## src/rtl/duck_pkg.sv

```systemverilog
// Shared types for the Duck Hunt display path: pattern-generator flash modes
// and the zapper controller state encoding.
package duck_pkg;

    typedef enum logic [1:0] {
        NORMAL = 2'd0,
        BLACK  = 2'd1,
        WHITE  = 2'd2
    } flash_mode_t;

    typedef enum logic [2:0] {
        ZS_IDLE,
        ZS_ARM,
        ZS_BLACK,
        ZS_WHITE,
        ZS_JUDGE,
        ZS_HOLD
    } zap_state_t;

    function automatic flash_mode_t flash_of(zap_state_t s);
        case (s)
            ZS_BLACK: return BLACK;
            ZS_WHITE: return WHITE;
            default:  return NORMAL;
        endcase
    endfunction

endpackage

```

## src/rtl/sync_edge.sv

```systemverilog
// Two-flop synchronizer for a raw pin, with an optional rising-edge strobe
// derived from the synchronized level.
module sync_edge #(
    parameter bit EDGE = 1'b1
) (
    input  logic clk,
    input  logic rst,
    input  logic d,
    output logic q,
    output logic rise
);

    // [0],[1] are the synchronizer; [2] is the previous synced level.
    logic [2:0] sync_pipe;

    always_ff @(posedge clk) begin
        if (rst) sync_pipe <= '0;
        else     sync_pipe <= {sync_pipe[1:0], d};
    end

    assign q    = sync_pipe[1];
    assign rise = EDGE ? (sync_pipe[1] & ~sync_pipe[2]) : 1'b0;

endmodule

```

## src/rtl/zapper_ctrl.sv

```systemverilog
// One-shot zapper sequencer: trigger pull -> black frame -> white-box frames
// -> hit/miss judgement, advanced by frame_start pulses.
module zapper_ctrl
    import duck_pkg::*;
#(
    parameter int WHITE_FRAMES = 1,
    parameter int LIGHT_MIN    = 16,
    parameter int AMMO         = 3,
    parameter int CNT_W        = 16
) (
    input  logic       clk,
    input  logic       rst,
    input  logic       frame_start,
    input  logic       trigger,
    input  logic       light,
    input  logic       reload,
    output logic [1:0] flash_mode,
    output logic       hit,
    output logic       miss,
    output logic [1:0] shots_left,
    output logic       busy
);

    localparam logic [1:0]       AMMO_INIT  = 2'(AMMO);
    localparam logic [3:0]       LAST_FRAME = 4'(WHITE_FRAMES - 1);
    localparam logic [CNT_W-1:0] CNT_MAX    = '1;
    localparam logic [CNT_W:0]   LMIN       = (CNT_W + 1)'(LIGHT_MIN);

    logic trig_s, trig_rise;
    logic light_s, light_rise_unused;

    sync_edge #(.EDGE(1'b1)) u_trig_sync (
        .clk (clk),
        .rst (rst),
        .d   (trigger),
        .q   (trig_s),
        .rise(trig_rise)
    );

    sync_edge #(.EDGE(1'b0)) u_light_sync (
        .clk (clk),
        .rst (rst),
        .d   (light),
        .q   (light_s),
        .rise(light_rise_unused)
    );

    zap_state_t       state;
    logic [CNT_W-1:0] light_cnt;
    logic [CNT_W-1:0] light_nxt;
    logic [3:0]       frame_cnt;
    logic             tainted;
    logic             scored;

    // The final white-frame cycle is still counted when judging on its frame_start.
    assign light_nxt = (light_s && light_cnt != CNT_MAX) ? light_cnt + CNT_W'(1) : light_cnt;
    assign scored    = !tainted && ({1'b0, light_nxt} >= LMIN);
    assign busy      = (state != ZS_IDLE);

    always_ff @(posedge clk) begin
        if (rst) begin
            state      <= ZS_IDLE;
            flash_mode <= NORMAL;
            hit        <= 1'b0;
            miss       <= 1'b0;
            shots_left <= AMMO_INIT;
            light_cnt  <= '0;
            frame_cnt  <= '0;
            tainted    <= 1'b0;
        end else begin
            hit        <= 1'b0;
            miss       <= 1'b0;
            flash_mode <= flash_of(state);
            case (state)
                ZS_IDLE: begin
                    // A shot in the same cycle as reload wins; no refill happens.
                    if (trig_rise && shots_left != 2'd0) begin
                        shots_left <= shots_left - 2'd1;
                        state      <= ZS_ARM;
                    end else if (reload) begin
                        shots_left <= AMMO_INIT;
                    end
                end
                ZS_ARM: begin
                    if (frame_start) begin
                        light_cnt <= '0;
                        frame_cnt <= '0;
                        tainted   <= 1'b0;
                        state     <= ZS_BLACK;
                    end
                end
                ZS_BLACK: begin
                    if (light_s)     tainted <= 1'b1;
                    if (frame_start) state   <= ZS_WHITE;
                end
                ZS_WHITE: begin
                    light_cnt <= light_nxt;
                    if (frame_start) begin
                        if (frame_cnt == LAST_FRAME) begin
                            hit   <= scored;
                            miss  <= !scored;
                            state <= ZS_JUDGE;
                        end else begin
                            frame_cnt <= frame_cnt + 4'd1;
                        end
                    end
                end
                ZS_JUDGE: state <= ZS_HOLD;
                ZS_HOLD:  if (!trig_s) state <= ZS_IDLE;
                default:  state <= ZS_IDLE;
            endcase
        end
    end

endmodule
```

## config.mk

```make
export PLATFORM = sky130hd
export DESIGN_NAME = zapper_ctrl
export DESIGN_NICKNAME = d
export VERILOG_FILES = /design/src/rtl/duck_pkg.sv /design/src/rtl/sync_edge.sv /design/src/rtl/zapper_ctrl.sv
export SDC_FILE = /design/constraint.sdc
export NUM_CORES = 1
export LEC_CHECK = 0
export CAP_MARGIN = 40
export CORE_AREA = 8 8 68 70
export CTS_CLUSTER_DIAMETER = 40
export DETAILED_ROUTE_END_ITERATION = 16
export DIE_AREA = 0 0 76 78
export PLACE_DENSITY = 0.74
export SYNTH_ARGS = -nofsm -noshare
export SYNTH_HDL_FRONTEND = slang
export SYNTH_SLANG_ARGS = --single-unit
```

## constraint.sdc

```tcl
create_clock -name clk -period 3.8 [get_ports clk]
set_input_delay 0.38 -clock clk [delete_from_list [all_inputs] [get_ports clk]]
set_output_delay 0.38 -clock clk [all_outputs]
set_load 0.01 [all_outputs]
```

==> results.cfg <==
[logic_synthesis]
ys.flop_type = dfxtp_1
avgSynthCellArea_um2 = 7.98
synth_top_area_share = 0.369
synth_nets = 248
yosys_warnings = 0
syn_area_mm2 = 0.00190
synth_edf_count = 0
synthCells = 238
yosys-top-cells-count = 35 x dfxtp_1, 28 x nand2_1, 24 x a21oi_1, 23 x nor2_1, 13 x nand3_1
yosysMostFrequentCell = dfxtp_1
yosys.area.top_type = dfxtp_1
yosys_register_bits = 35
ys_types = 47
synthTopCellsByArea = dfxtp_1 37%, a21oi_1 6.3%, nand2_1 5.5%, nor2_1 4.5%, nand3_1 3.4%
ys_seq_area_frac = 0.369
async_reset_ff_frac = 0

[timing]
fin_tns_setup_ns = 0
min_period_over_period = 0.612
hold_violations = 0
timing.slew.headroom = 0.625
rsz0062_at_grt = false
fmax_mhz = 430
finalClockSkew_ns = 0.00355
finalSetupViolCount = 0
worstMarginPinSlew_ns = 0.557
min_period_ns = 2.33
final_max_slew_viol_count = 0

[final_layout]
drive_above_1_share = 0.0779
synthToLayoutAreaGrowth_pct = 10.0
final_cells = 292
nets = 253
n_antenna_cell = 0
fillers = 339

[detailed_routing]
routedWlPerCell_um = 14.2
drt-pass1-iter-count = 4
via_per_inst = 5.74
vias = 1676
drt-total-wl_um = 4160
drtAntennaViolNets = 0
drt_iter0_markers = 89
route.detailed.drc = 0

[setup_path]
crit_path_end_kind = flip-flop
cp_max_fo = 12
worstPathCellList = nand4_1 > nor4_4 > nor3b_4 > a211o_1 > a21oi_1 > a41oi_2 > and4_1
crit_family = simple AND/OR/NAND/NOR gates
slowest_stage = dfxtp_1
worstSetupStartpointType = flip-flop
path_class = reg2reg
cp.buffers_inverters = 0
crit_arrival_ns = 2.57
slowest_delay_ns = 0.56
crit_required_ns = 4.05

[floorplan]
io_pins = 13
rows = 22
die_w_um = 76
die_y_um = 78
start_util = 0.535
die_area_mm2 = 0.00593
fp.coreArea_mm2 = 0.00355

[global_route]
overflow = 0
met1_usage = 0.175
grtUsageMet3 = 0.0415
grt_start_max_net_pins = 22
grt_util_all_layers = 0.153
grt_pass1_vias = 1691
grt_use_met2 = 0.258
antenna_found_initial = 0
grt.busiest_layer = met2
grt_pass1_wl_um = 7550

[power]
leakagePower_nw = 0.724
p_int_mw = 0.500
switching_share = 0.239
p_per_area_mw_per_mm2 = 314
combPwrFrac = 0.068
ir_worst_vdd_uv = 190
netSwitchingPower_mw = 0.157
seqPwrFrac = 0.575
clkPwrFrac = 0.358
finalPower_mw = 0.657

[cts]
post_cts_buffers = 0
clk_latency_ns = 0.34
cts_hold_buffers = 0
numCtsBuffers = 5
cts_resized = 0
htreeDepth = 2
clock-sinks = 35
cts_max_path_buffers = 2
tritoncts = built
clockRootBuffer = clkbuf_4
clk_pin_slew_ns = 0.10

[hold_path]
hp-class = reg2reg

[placement]
place_congestion = 0.874
io_buffers = 12
place_inst = 284
dp.final_hpwl_um = 2960

[job]
max-cap-violations = 0

[status]
outcome = finished clean
-- state kept, by name, summed over array words and instances (netlist names) --
signal,cells
flash_mode,2
u_light_sync.sync_pipe,2
frame_cnt,4
shots_left,2
light_cnt,16
miss,1
tainted,1
state,3
u_trig_sync.sync_pipe,3
hit,1
-- per-stage QoR --
step	setup slack (ns)	hold slack (ns)	area, um^2	utilization
floorplan	1.74	0.414	1900	-
global placement	1.56	0.429	2020	0.569
detailed placement	1.51	0.432	2020	0.569
CTS	1.46	0.456	2090	0.588
global route	1.27	0.477	2090	0.588
finish	1.47	0.453	2090	0.588
-- power groups by stage --
| stage | clock network (mW) | logic [mW] | registers (mW) |
|---|---|---|---|
| finish | 0.235 | 0.0444 | 0.378 |
| global route | 0.258 | 0.0501 | 0.379 |
| CTS | 0.244 | 0.0450 | 0.378 |
| detailed placement | 0 | 0.0447 | 0.386 |
| global placement | 0 | 0.0442 | 0.386 |
| floorplan | 0 | 0.0294 | 0.383 |
-- placed cells by master (no fill, tap or decap), types with 3 or more instances in the layout --
| master | count |
|---|---|
| clkbuf_4 | 5 |
| inv_1 | 7 |
| a31oi_1 | 5 |
| xor2_1 | 5 |
| nand3_1 | 13 |
| a311oi_1 | 4 |
| or3_1 | 5 |
| o21ai_0 | 10 |
| nor2b_1 | 5 |
| a211oi_1 | 4 |
| and4_1 | 3 |
| nor3_1 | 7 |
| xnor2_1 | 4 |
| nand4_1 | 4 |
| ha_1 | 4 |
| nor2_1 | 23 |
| nand2_1 | 28 |
| a21oi_1 | 24 |
| dfxtp_1 | 35 |
| clkdlybuf4s50_1 | 12 |
-- per-layer routing --
layer  vias up  routed length [um]
li1        868                   -
met1       779                2040
met2        21                1910
met3         8                 108
met4         0                  99
met5         -                   0
-- layout make-up --
cell class / instances / area (um^2) / share of cell area
multi-input cells: 181 / 1110 / 0.529
flip-flops and latches: 35 / 701 / 0.335
repair buffers: 13 / 128 / 0.0611
clock buffers: 8 / 68.8 / 0.0329
well taps: 48 / 60.1 / 0.0287
inverters: 7 / 26.3 / 0.0126
-- worst paths after layout --
check | cells after the start | slack [ns] | startpoint | endpoint
max | 7 | 1.47 | light_cnt[8]$_SDFFE_PP0P_ | hit$_SDFF_PP0_
min reg2reg | 1 | 0.45 | u_light_sync.sync_pipe[0]$_SDFF_PP0_ | u_light_sync.sync_pipe[1]$_SDFF_PP0_
max reg2reg | 7 | 1.47 | light_cnt[8]$_SDFFE_PP0P_ | hit$_SDFF_PP0_
min | 1 | 0.45 | u_light_sync.sync_pipe[0]$_SDFF_PP0_ | u_light_sync.sync_pipe[1]$_SDFF_PP0_
-- cells by family (layout without fill, tap and decap cells) --
group                    after synthesis  after routing  synth area share
AO/OA/AOI/OAI                         59             59             0.200
buffers and inverters                 22             28            0.0487
flip-flops                            35             35             0.369
XOR/XNOR                               9              9            0.0415
adder cells (fa/ha/maj)                4              4            0.0264
AND/OR/NAND/NOR                      109            109             0.315
(Power assumes the default switching activity.)
